File: config.mk
export PLATFORM = sky130hd
export DESIGN_NAME = handshake_push_ctrl
export DESIGN_NICKNAME = d
export VERILOG_FILES = /design/src/rtl/handshake_push_pkg.sv /design/src/rtl/push_fifo.sv /design/src/rtl/handshake_push_ctrl.sv
export SDC_FILE = /design/constraint.sdc
export NUM_CORES = 1
export LEC_CHECK = 0
export CORE_MARGIN = 2
export CORE_UTILIZATION = 25
export CTS_CLUSTER_DIAMETER = 200
export DETAILED_ROUTE_END_ITERATION = 8
export RECOVER_POWER = 25
export SYNTH_ARGS = -nofsm -noshare
export SYNTH_HDL_FRONTEND = slang
export SYNTH_SLANG_ARGS = --single-unit
File: constraint.sdc
create_clock -name i_IClk -period 4.8 [get_ports i_IClk]
set_clock_uncertainty 0.15 [all_clocks]
set_input_delay 0.96 -clock i_IClk [delete_from_list [all_inputs] [get_ports i_IClk]]
set_output_delay 0.96 -clock i_IClk [all_outputs]
set_load 0.02 [all_outputs]
File: src/rtl/handshake_push_pkg.sv
// Shared FSM encoding and width helper for the handshake push controller and its FIFO.
package handshake_push_pkg;

   typedef enum logic [1:0] {
      IDLE     = 2'd0,
      PUSH     = 2'd1,
      GUARD    = 2'd2,
      WAIT_RDY = 2'd3
   } state_e;

   function automatic int clog2(input int value);
      int r;
      r = 0;
      for (int i = 0; i < 31; i++) begin
         if ((1 << i) < value) r = i + 1;
      end
      return r;
   endfunction

endpackage

File: src/rtl/push_fifo.sv
// Single-clock FWFT FIFO; head word visible while non-empty, write-to-read latency one edge.
// Backpressure: wr_rdy is a registered not-full flag, low during reset, with no write-through on a pop.
module push_fifo
   import handshake_push_pkg::*;
#(
   parameter int DATA_WIDTH = 32,
   parameter int DEPTH      = 8
) (
   input  logic                     clk,
   input  logic                     rst,
   input  logic                     wr_vld,
   input  logic [DATA_WIDTH-1:0]    wr_dat,
   output logic                     wr_rdy,
   input  logic                     rd_pop,
   output logic                     rd_vld,
   output logic [DATA_WIDTH-1:0]    rd_dat,
   output logic [clog2(DEPTH):0]    level
);
   localparam int AW = clog2(DEPTH);
   localparam logic [AW-1:0] PTR_ONE  = 1;
   localparam logic [AW:0]   LVL_ONE  = 1;
   localparam logic [AW:0]   LVL_FULL = DEPTH;

   logic [DATA_WIDTH-1:0] mem_q [DEPTH];
   logic [AW-1:0]         wr_ptr_q, wr_ptr_d;
   logic [AW-1:0]         rd_ptr_q, rd_ptr_d;
   logic [AW:0]           level_q, level_d;
   logic                  wr_rdy_q, wr_rdy_d;
   logic                  wr_en, rd_en;

   always_comb begin
      wr_en    = wr_vld & wr_rdy_q;
      rd_en    = rd_pop & (level_q != '0);
      wr_ptr_d = wr_en ? wr_ptr_q + PTR_ONE : wr_ptr_q;
      rd_ptr_d = rd_en ? rd_ptr_q + PTR_ONE : rd_ptr_q;
      level_d  = level_q;
      if (wr_en && !rd_en) level_d = level_q + LVL_ONE;
      if (rd_en && !wr_en) level_d = level_q - LVL_ONE;
      // Ready tracks the post-edge level so a full FIFO refuses the very next word.
      wr_rdy_d = (level_d != LVL_FULL);
   end

   always_ff @(posedge clk) begin
      if (rst) begin
         wr_ptr_q <= '0;
         rd_ptr_q <= '0;
         level_q  <= '0;
         wr_rdy_q <= 1'b0;
      end else begin
         wr_ptr_q <= wr_ptr_d;
         rd_ptr_q <= rd_ptr_d;
         level_q  <= level_d;
         wr_rdy_q <= wr_rdy_d;
      end
   end

   always_ff @(posedge clk) begin
      if (wr_en) mem_q[wr_ptr_q] <= wr_dat;
   end

   assign wr_rdy = wr_rdy_q;
   assign rd_vld = (level_q != '0);
   assign rd_dat = mem_q[rd_ptr_q];
   assign level  = level_q;

endmodule

File: src/rtl/handshake_push_ctrl.sv
// Feeds FIFO-buffered words one at a time to the CDC handshake: push pulse, guard cycle, wait for Ready.
// A word written at edge E0 pushes at E1 at the earliest; upstream stalls on o_iInReady while the FIFO is full.
module handshake_push_ctrl
   import handshake_push_pkg::*;
#(
   parameter int DATA_WIDTH     = 32,
   parameter int FIFO_DEPTH     = 8,
   parameter int TIMEOUT_CYCLES = 1024,
   parameter int CNT_WIDTH      = 16
) (
   input  logic                          i_IClk,
   input  logic                          i_iReset,
   input  logic                          i_iValid,
   input  logic [DATA_WIDTH-1:0]         i_iWrData,
   output logic                          o_iInReady,
   output logic                          o_iPush,
   output logic [DATA_WIDTH-1:0]         o_iData,
   input  logic                          i_iReady,
   output logic [clog2(FIFO_DEPTH):0]    o_iLevel,
   output logic                          o_iBusy,
   output logic                          o_iTimeoutErr,
   input  logic                          i_iErrClr,
   output logic [CNT_WIDTH-1:0]          o_iSentCnt
);
   localparam int TW = (clog2(TIMEOUT_CYCLES + 1) > 0) ? clog2(TIMEOUT_CYCLES + 1) : 1;
   localparam logic [TW-1:0]        TMO_ONE  = 1;
   localparam logic [TW-1:0]        TMO_MAX  = TW'(TIMEOUT_CYCLES);
   localparam logic [TW-1:0]        TMO_LAST = TW'(TIMEOUT_CYCLES - 1);
   localparam logic [CNT_WIDTH-1:0] CNT_ONE  = 1;

   state_e                  state_q, state_d;
   logic                    push_q, push_d;
   logic [DATA_WIDTH-1:0]   data_q, data_d;
   logic [TW-1:0]           tmo_q, tmo_d;
   logic                    err_q, err_d;
   logic [CNT_WIDTH-1:0]    sent_q, sent_d;
   logic                    busy_q, busy_d;
   logic                    pop_en;
   logic                    fifo_vld;
   logic [DATA_WIDTH-1:0]   fifo_dat;

   push_fifo #(
      .DATA_WIDTH (DATA_WIDTH),
      .DEPTH      (FIFO_DEPTH)
   ) u_fifo (
      .clk    (i_IClk),
      .rst    (i_iReset),
      .wr_vld (i_iValid),
      .wr_dat (i_iWrData),
      .wr_rdy (o_iInReady),
      .rd_pop (pop_en),
      .rd_vld (fifo_vld),
      .rd_dat (fifo_dat),
      .level  (o_iLevel)
   );

   always_comb begin
      state_d = state_q;
      push_d  = 1'b0;
      data_d  = data_q;
      tmo_d   = tmo_q;
      err_d   = err_q;
      sent_d  = sent_q;
      pop_en  = 1'b0;
      if (i_iErrClr) err_d = 1'b0;
      case (state_q)
         IDLE: begin
            if (fifo_vld && i_iReady) begin
               state_d = PUSH;
               push_d  = 1'b1;
               data_d  = fifo_dat;
               pop_en  = 1'b1;
            end
         end
         PUSH:  state_d = GUARD;
         // Ready may still be stale-high here, so it is not looked at.
         GUARD: begin
            state_d = WAIT_RDY;
            tmo_d   = '0;
         end
         WAIT_RDY: begin
            if (i_iReady) begin
               state_d = IDLE;
               sent_d  = sent_q + CNT_ONE;
            end else begin
               if (tmo_q != TMO_MAX) tmo_d = tmo_q + TMO_ONE;
               // Set fires only on the step into the limit, so a clear afterwards sticks.
               if (TIMEOUT_CYCLES != 0 && tmo_q == TMO_LAST) err_d = 1'b1;
            end
         end
         default: state_d = IDLE;
      endcase
      busy_d = (state_d != IDLE);
   end

   always_ff @(posedge i_IClk) begin
      if (i_iReset) begin
         state_q <= IDLE;
         push_q  <= 1'b0;
         data_q  <= '0;
         tmo_q   <= '0;
         err_q   <= 1'b0;
         sent_q  <= '0;
         busy_q  <= 1'b0;
      end else begin
         state_q <= state_d;
         push_q  <= push_d;
         data_q  <= data_d;
         tmo_q   <= tmo_d;
         err_q   <= err_d;
         sent_q  <= sent_d;
         busy_q  <= busy_d;
      end
   end

   assign o_iPush       = push_q;
   assign o_iData       = data_q;
   assign o_iBusy       = busy_q;
   assign o_iTimeoutErr = err_q;
   assign o_iSentCnt    = sent_q;

endmodule

# Word level (Yosys, flattened, before mapping)

Memory sizes are Yosys's and may differ from the RTL's. A register that Yosys moved wholly into a read port is not among the register bits.
Cells that the tools add are included.

Memories kept: 1
Latch bits: 0
Logic and storage cells: 55
Output and inout port bits: 56
RAM bits: 256
Register bits after elaboration: 43
Input bits: 37
Bits in read-only memories: 0

Reduce and logical (&&, ||, !) cells: 12
Magnitude comparators: 0
Shifts and indexed selects: 0
Bitwise logic cells: 2
Mux-type cells: 16
$add $sub $neg: 6
Multipliers: 0
Div/mod/pow operators: 0
Eq/ne operators: 8

Memory list:

| memory       | words | bits a word | read ports | clocked after memory_dff | write ports | RTL line        | text |
|---|---|---|---|---|---|---|---|
| u_fifo.mem_q | 8     | 32          | 1          | 1                        | 1           | push_fifo.sv:24 | `logic [DATA_WIDTH-1:0] mem_q [DEPTH];` |

Operators by type and width:

| kind                                                  | number |
|---|---|
| 2-to-1 mux 11 bit                                     | 2 |
| case mux 11 bit (2 select lines)                      | 1 |
| adder 16 x 1 -> 16 bit, second input constant         | 1 |
| adder 11 x 1 -> 11 bit, second input constant         | 1 |
| equality test 11 x 10 -> 1 bit, second input constant | 1 |
| != test 11 bit, second input constant                 | 1 |
| 2-to-1 mux 1 bit                                      | 8 |
| 2-to-1 mux 4 bit                                      | 2 |
| case mux 2 bit (4 select lines)                       | 1 |
| adder 3 x 1 -> 3 bit, second input constant           | 2 |
| adder 4 x 1 -> 4 bit, second input constant           | 1 |
| equality test 2 bit, second input constant            | 2 |
| 2-to-1 mux 2 bit                                      | 2 |
| != test 2 bit, second input constant                  | 2 |
| != test 4 bit, second input constant                  | 1 |
| AND reduction 2 bit                                   | 2 |
| nonzero test 2 bit                                    | 2 |
| nonzero test 4 bit                                    | 1 |
| subtractor 4 x 1 -> 4 bit, second input constant      | 1 |
| logical AND 1 bit                                     | 3 |
| AND reduction 3 bit                                   | 1 |
| AND 1 bit                                             | 2 |
| equality test 2 x 1 -> 1 bit, second input constant   | 1 |
| zero test 1 bit                                       | 2 |
| zero test 2 bit                                       | 1 |

# Longest topological paths before layout

Gate-level depths: netlist (run 1).

Depth in word-level cells: 10
Depth in mapped cells: 9
Depth with buffers taken out: 6

# Cells and area by module

A second synthesis (run 1) with hierarchy kept.

Cell total of the unflattened synthesis: 768
Area total of the unflattened synthesis: 12924.9 um2

Modules (own cells, without submodules):

| module              | area an instance (um2) | seq. area each (um2) | times used | cells an instance |
|---|---|---|---|---|
| push_fifo           | 10308.6                | 7967.6               | 1          | 457 |
| handshake_push_ctrl | 2616.3                 | 1281.2               | 1          | 311 |

# Least setup slack after synthesis (run 1)

OpenSTA, ideal clock, no wires.

Path type: input to register
Start point: input port i_iValid
End point: memory u_fifo.mem_q[0][0] (enable)
Stages on the path: 4
Required time: 4.189 ns
Setup slack: 0.595 ns
Setup time: 0.461 ns
Arrival: 3.594 ns
Path buffers: 1
Cell sequence: and2_1 -> buf_2 -> nand2b_1 -> nor3_1

Cells in the longest elaborated chain, start to end: 3

RTL lines:

| what                                   | RTL line                  | text |
|---|---|---|
| start, declared                        | handshake_push_ctrl.sv:13 | `input logic i_iValid,` |
| AND 1 bit                              | push_fifo.sv:32           | `wr_en = wr_vld & wr_rdy_q;` |
| 2-to-1 mux 1 bit                       | push_fifo.sv:58           | `if (wr_en) mem_q[wr_ptr_q] <= wr_dat;` |
| 2-to-1 mux 1 bit (not written as such) | push_fifo.sv:58           |  |
| end, declared                          | push_fifo.sv:24           |  |

No other way between the ends.

# Final worst setup path (run 1)

Start point: input port i_iReady
End point: register data_q[20] (netlist: o_iData[20]), read port of u_fifo.mem_q

Cells in the longest elaborated chain, start to end: 2

RTL lines:

| what                          | RTL line                  | text |
|---|---|---|
| start, declared               | handshake_push_ctrl.sv:18 | `input logic i_iReady,` |
| logical AND 1 bit             | handshake_push_ctrl.sv:68 | `if (fifo_vld && i_iReady) begin` |
| AND reduction 2 bit (no line) | --                        |  |
| end, declared                 | handshake_push_ctrl.sv:33 | `logic [DATA_WIDTH-1:0] data_q, data_d;` |

No other way between the ends.
A chain may end at the register's enable or synchronous reset.

==> results list, run 1 <==
* Global placement routability congestion: between 0.7 and 0.8
* Worst path cell trace: clkdlybuf4s50_1 > or3b_1 > nor2_4 > buf_4 > nor2_1 > a211oi_1
* Maximum number of pins on one net before global-route repair: 67
- RSZ-0062 raised after global routing: no
- Global routing consumed, over all layers together, a little over a tenth of the routing resources.
- Total power per unit cell area: about 490 nW/µm²
- Worst reg2reg setup slack: about 2.2 ns
- The endpoint identified for the worst register-to-register timing path is o_iData[8].
- TritonCTS built the clock tree.
- Starting Density: around 25%
- Final-report setup violation count: 0
- Detailed placer's ending HPWL: approximately 17000 µm
- Outcome: complete, no violations
- At the worst endpoint, the required time is approximately 5.1 ns.
- The Yosys step of the flow raised 0 warnings.
- In this run the post-CTS setup repair buffer count came out at 0.
* Hold Path End: u_fifo.wr_ptr_q[0]
- Final worst-path cycle share: about 65%
- For this run, the leading register cell type out of synthesis is edfxtp_1.
- Synth Area in Adders: less than 1%
- At the worst endpoint, the arrival time is 3.41 ns.
* Average via count per standard cell: around 4.5
- The largest single stage delay on the critical path is between 0.6 and 0.7 ns.
- In the final routed layout, each cell accounts on average for approximately 18 µm.
- The worst setup path is launched from a primary input.
* Final hold violation count: 0
- Summed over all layers, the routed wires come to ~28000 µm.
* Number of clock sinks seen by CTS: approximately 330
- After layout, the minimum clock period comes to roughly 3.1 ns.
- First drt pass iteration count: 5
- Number of buffers between clock root and the deepest sink: 3
- Final max-slew violation count: 0
* Sequential share of the synthesized area: 71.18%
* Fill cell instance count of the final layout: approximately 5.0k
- The total area inside the core boundary comes to slightly above 50000 µm².
- Total Power Consumption: about 7.7 mW
- After routing, the total negative slack on setup checks comes to 0 ns.
* Antenna violations before repair: 5
- Counting cells, the worst reg-to-reg path comes to 4.
- Number of nets at the end of the flow: between 800 and 900
- Remaining global-route overflow: 0
* Avg Cell Area, Syn: 17.26 µm²
- CP endpoint kind: flop
- First-pass GRT wire length: roughly 43000 µm
- In this run, synthesis inferred between 200 and 300 flip-flops with an integrated enable.
- H-tree Lvls: 2
- Post-synthesis simple-gate area fraction: roughly 6.5%
- Pin slew with the least headroom to its limit: approximately 1.1 ns
- The area growth from synthesis to layout is 22.41%.
* Largest voltage drop on the vdd net: around 0.31 mV
* Min-delay worst type: reg -> reg
- Worst hold path startpoint: u_fifo.wr_ptr_q[0]
- Chip width: ~230 µm
- The worst hold path passes through 2 cells.
- In this run the worst path has a maximum fanout of 26.
- Leakage power total: roughly 4.8 nW
* Slowest stage cell, crit path: clkdlybuf4s50_1
- Number of library cell types mapped by synthesis: 55
* Number of buffers added on ports: between 90 and 100
- Across the run, the number of max-cap violations was 0.
- Fraction of the mapped netlist area in compound gates: under 10%
- Area of the mapped netlist: around 13000 µm²
- The synthesized netlist devotes less than 1% of its cell area to XOR and XNOR gates.
- In this run, post-CTS repair resized a total of 0 instances.
* RR Startpoint: u_fifo.rd_ptr_q[0]
- Upper clock frequency limit: 0.3199 GHz
- At the later pin of the worst-skew pair, clock insertion delay measures between 0.5 and 0.6 ns.
* First-iteration detailed-routing DRC count: slightly above 500
* Number of routed nets with antenna violations: 0
- Number of design rule violations left after detail routing: 0
- By area, the combinational part of the netlist is dominated by multiplexers.
- Critical setup path kind: in -> reg
- Pin placement for this block handled 93 I/O pins.
* Share of synthesized area spent on multiplexers: between 10 and 15%
- In the final layout, the share of cells above drive strength 1 is 18.44%.
- Flip-flop and latch count after synthesis: roughly 330
- Die area: about 53000 µm²
- CTS placed an instance of clkbuf_16 at the clock tree root.
- Placement row count: 83
* Number of cells produced by synthesis: roughly 750
- Synth Net Count: a little under 800
- Detailed-route via count: 6924
- Measured against its own limit, the worst slew margin works out to between 20% and 30%.
- Clock-pin slew was measured on the worst setup and hold paths at around 0.060 ns.
* Vias in the first global route: 7057
- Die Height: 231.2 µm
* TritonCTS buffer count: 35
* Hold buffer count at CTS: 0
- Of all flip-flops after synthesis, the portion carrying an async set or reset was 0%.
- 0 antenna diodes ended up in the layout.
==> placed cells by master, fill, tap and decap left out, drive strengths merged, types with 4 or more instances in the layout <==
cell type,n
mux4,64
edfxtp,256
nand2,29
ha,7
a211oi,36
and4,4
and3,5
xor2,6
bufinv,4
mux2i,38
clkbuf,45
a21oi,19
dlygate4sd3,21
nor4,5
xnor2,7
nand2b,8
o21ai,10
nor2,58
clkinv,10
inv,10
clkdlybuf4s50,70
nand4,8
buf,16
nand3,12
or4,7
or3,7
o31ai,6
dfxtp,75
nor3,7
==> metrics by stage <==
step / hold slack [ns] / setup WS (ns) / util, % / instances / cell area, µm²
5_1_grt: 0.3739 / 1.485 / 30.86 / 1553 / 15800
6_report: 0.3445 / 1.674 / 30.86 / 1553 / 15800
2_1_floorplan: 0.3017 / 0.5946 / - / 748 / 12910
3_3_place_gp: 0.3244 / 1.211 / 28.64 / 1492 / 14660
4_1_cts: 0.3454 / 1.690 / 30.86 / 1553 / 15800
3_5_place_dp: 0.3381 / 1.127 / 28.64 / 1492 / 14660
==> synth_stat cells (2+ instances only) <==
library cell  instances  area (µm²)
nand2b_1              8       50.05
and3_1                4       25.02
nor2_1               57       214.0
inv_1                 9       33.78
nand2_1              29       108.9
xor2_1                6       52.55
nor3b_2               2       25.02
or3_1                 7       43.79
a211oi_2             10       125.1
nor3_1                7       35.03
clkbuf_1             12       45.04
xnor2_1               7       61.31
buf_2                16       80.08
dfxtp_1              75        1501
o31ai_1               6       45.04
nand3_1              11       55.05
ha_1                  7       87.58
buf_1                 7       26.28
a21oi_1              19       95.09
nand4_1               8       50.05
mux2i_1              38       380.4
edfxtp_1            256        7687
or4_1                 7       52.55
o21ai_0               9       45.04
a211oi_1             26       195.2
buf_4                 7       52.55
mux4_2               64        1441
and4_1                3       26.28
nor4_1                5       31.28
==> cell type report <==
class                           instances  area [µm²]  share of cell area [%]
Tap cell                              680       850.8                   5.384
Clock buffer                           45       933.4                   5.907
Clock inverter                         16       203.9                   1.291
Multi-Input combinational cell        365        3526                   22.31
Timing Repair Buffer                  107        1056                   6.683
Sequential cell                       331        9198                   58.21
Inverter                                9       33.78                  0.2138
==> logic make-up (layout without fill, tap and decap cells) <==
kind of cell,count (synthesis),count (layout)
buffers and inverters,52,177
AOI/OAI and AO/OA,81,81
muxes,102,102
DFF,331,331
and+or+nand+nor,162,162
xor gates and xnor gates,13,13
adders and majority gates,7,7
==> sequential cells by signal (all words and copies together) (netlist names) <==
| name | flops |
|---|---|
| tmo_q | 11 |
| o_iData | 32 |
| o_iBusy | 1 |
| u_fifo.wr_ptr_q | 3 |
| u_fifo.wr_rdy | 1 |
| o_iPush | 1 |
| state_q | 2 |
| u_fifo.rd_ptr_q | 3 |
| o_iTimeoutErr | 1 |
| o_iSentCnt | 16 |
| u_fifo.level | 4 |
| u_fifo.mem_q | 256 |
==> metal layers <==
metal | up-vias | global-route usage (%) | share of wire [%]
met5 | - | 0 | 0.071
met4 | 4 | 2.802 | 1.9
met3 | 45 | 2.276 | 5.7
met2 | 191 | 17.07 | 48
met1 | 3517 | 14.25 | 45
li1 | 3167 | - | -
==> report_power, final <==
part	switching (mW)	internal [mW]	total, mW
clock network	1.11	1.60	2.71
logic	0.757	0.687	1.44
registers	0.229	3.29	3.52
==> how the worst max path moves through the flow <==
stage          startpoint                  to
3_5_place_dp     i_iReady         o_iData[20]
5_1_grt          i_iReady         o_iData[28]
2_1_floorplan    i_iValid  u_fifo.mem_q[0][0]
4_1_cts          i_iReady         o_iData[24]
3_3_place_gp     i_iReady         o_iData[27]
6_report         i_iReady         o_iData[20]
==> critical path, delay by kind of cell <==
kind	cells	cell delay (ns)
simple gates	3	1.17
buf+inv	2	1.03
compound gates	1	0.22
Note: power is estimated with default switching activity, not from simulation.
==> run 2, diff against run 1 <==
Clock period 4.8 ns to 3.03 ns, I/O delays scaled along.
==> results list, run 2 (synthesis results as in run 1) <==
- Final critical delay including setup and external delays: roughly 2.5 ns
* Number of design rule violations left after detail routing: 0 (unchanged)
- Final hold violation count: 0 (unchanged)
- Routed wire length: 27670 µm (-1.2%)
* Clock tree from TritonCTS: yes
* Number of nets at the end of the flow: 905 (+1.3%)
* Largest stage delay on the critical path: 0.70 ns (+0.08 ns)
- The share of the core filled with cells is 31.37% (+0.51 points).
- The clock slew at the register clock pins of the worst setup and hold paths came to 0.06 ns (about the same).
- In the layout the commonest cells are edfxtp_1 (256), dfxtp_1 (72), clkdlybuf4s50_1 (69).
- The maximum vdd ir drop was 0.5131 mV (+66%).
- Upper clock frequency limit: slightly above 0.4 GHz
* PnR worst setup slack: 0.5482 ns (-1.126 ns)
* Share of total power in combinational logic: 19.9% (+1.1 points)
- Buffer type at the clock tree root: clkbuf_16
- Compared with the post-synthesis result, the final layout area differs by 24.44%.
* Global-route usage over all layers: 10.47% (-0.062 points)
- Chip width: 231.2 µm (unchanged)
- The worst setup slack after placement is 0.2523 ns (-0.8746 ns).
* Routed wire length per instance: 17.64 µm (-2.2%)
* Fraction of layout instances using a drive strength above 1: 19.82% (+1.4 points)
- Commonest non-fill, non-tap cell in the layout: edfxtp_1
- The worst setup path is launched from a flop.
- Slowest stage cell, crit path: clkdlybuf4s50_1
* Clk pwr share: 35.1% (-0.2 points)
- Skew-Pair Late Insertion Delay: 0.55 ns (+0.02 ns)
* TNS Setup: 0 ns (unchanged)
* Boundary Pins: 93 (unchanged)
* First-pass GRT wire length: 42880 µm (-0.78%)
- Net Switching: 3.331 mW (+59%)
- The required time at the endpoint of the critical path came to 2.27 ns (-2.81 ns).
- Final-report setup violation count: 0 (unchanged)
- The number of flip-flops in the largest register was 256 (unchanged).
- Max-Cap Viols: 0 (unchanged)
* Fill cell instance count of the final layout: 4973 (-0.64%)
- Starting Density: 25.21% (unchanged)
- Worst slack on hold paths: 0.2852 ns (-0.05932 ns)
- The relative slew slack is 47.57% (+19 points).
- The cell family contributing the most delay on the critical path is buffers and inverters.
- Total power per unit cell area: 757.4 nW/µm² (+56%)
- Number of buffers added on ports: 92 (unchanged)
* Maximum number of pins on one net before global-route repair: 68 (+1.5%)
- Worst path cell trace: clkdlybuf4s50_1
* Final worst-path cycle share: 81.91%
- Number of buffers between clock root and the deepest sink: 3 (unchanged)
- The via count was 6927 (+0.043%).
* First-iteration detailed-routing DRC count: 437 (-14%)
- The total power draw was 12.17 mW (+59%).
- Antenna violations before repair: 4 (-1)
- Die area: 53470 µm² (unchanged)
- The run finished with clean final reports.
- The slew at the pin with the worst max-slew slack is 0.7864 ns (-0.2891 ns).
* Buf/Inv on CP: 1 (-1)
- The via-per-instance ratio is 4.415 (-0.98%).
* Part of the total power dissipated in sequential elements: 45.0% (-0.9 points)
- The number of global-route vias before repair was 7193 (+1.9%).
- The number of levels in the clock H-tree was 2 (unchanged).
- The static leakage power came to 4.861 nW (+2.1%).
- The logic depth of the worst register-to-register path came to 7 (+3).
- The critical path in this run is classified as reg -> out.
- The routability congestion estimate from global placement is 0.7478 (-1.3%).
* Area of the placeable core: 51200 µm² (unchanged)
- Crit. path cell count: 1 (-5)
* CP endpoint kind: primary output
- Counting flops per register, the top entry is u_fifo.mem_q.
- The count of cells along the worst hold path was 2 (unchanged).
- Number of routed nets with antenna violations: 0 (unchanged)
* Remaining global-route overflow: 0 (unchanged)
* Internal Dissipation: 8.835 mW (+59%)
- The number of buffers inserted by post-CTS setup repair was 0 (unchanged).
- RSZ-0062 raised after global routing: no
* Min-delay worst type: in -> reg
- Final max-slew violation count: 0 (unchanged)
- Largest fanout on the critical path: 9 (-65%)
- The half-perimeter wire length of the detailed placement result came to 17090 µm (+1.6%).
- The die boundary height is 231.2 µm (unchanged).
- The total clock buffers created by CTS is 36 (+2.9%).
- The number of clock sinks seen by CTS is 331 (unchanged).
* Post-cts repair resize count: 0 (unchanged)
- Placement row count: 83 (unchanged)
- Endpoint arrival time on the critical path: 1.73 ns (-1.68 ns)
* Net switching fraction of the power: 27.38% (+0.037 points)
* First drt pass iteration count: 4 (-1)
* Hold buffer count at CTS: 0 (unchanged)
-- run 2: changes by cell type in the layout (fill, tap and decap cells not counted), sizes merged --
cell and change:
buf +11, clkbuf +6, bufinv -3, clkdlybuf4s50 -1, diode +1, dlygate4sd3 +1, inv +1
-- run 2: area by class of cell --
cell class,instances,area (µm²),area share [%]
Sequential cell,331,9198,57.26
Multi-Input combinational cell,365,3538,22.03
Timing Repair Buffer,118,1276,7.945
Clock buffer,51,1028,6.403
Tap cell,680,850.8,5.297
Clock inverter,14,135.1,0.8413
Inverter,9,33.78,0.2103
Antenna cell,1,2.502,0.01558
-- run 2: final timing paths --
kind | slack (ns) | startpoint | end
max | 0.55 | u_fifo.level[0] | o_iLevel[0]
min | 0.29 | i_iReset | o_iSentCnt[5]
max reg2reg | 0.80 | u_fifo.level[0] | u_fifo.wr_rdy
min reg2reg | 0.34 | o_iSentCnt[15] | o_iSentCnt[15]
-- run 2: per-stage QoR --
| stage | std cells | cell area, µm² |
|---|---|---|
| after detailed placement | 1503 | 14900 |
| final | 1569 | 16060 |
| after global routing | 1568 | 16060 |
| after CTS | 1568 | 16060 |
| after global placement | 1503 | 14900 |
| after floorplan | 748 | 12920 |
-- run 2: worst reg2reg max path, delay by kind of cell, from the launching register on --
| family | cells | cell delay, ns |
|---|---|---|
| AOI/OAI and AO/OA | 2 | 0.57 |
| and+or+nand+nor | 2 | 0.47 |
| DFF | 1 | 0.39 |
| buffers and inverters | 2 | 0.31 |
| adders and majority gates | 1 | 0.20 |
-- run 2: metal layers --
| metal | vias up | wire, µm | global-route usage (%) |
|---|---|---|---|
| met4 | 4 | 504 | 2.802 |
| met3 | 47 | 1374 | 2.744 |
| met2 | 156 | 13670 | 17.65 |
| met5 | - | 22 | 0 |
| met1 | 3503 | 12100 | 13.27 |
| li1 | 3217 | - | - |
-- run 2: power by group through the flow --
stage                     Combinational, mW  Sequential [mW]  Clock, mW
final                                  2.42             5.47       4.27
after floorplan                        1.36             5.72          0
after CTS                              2.47             5.48       4.41
after global placement                 2.45             5.57          0
after detailed placement               2.47             5.57          0
after global routing                   2.63             5.52       4.55
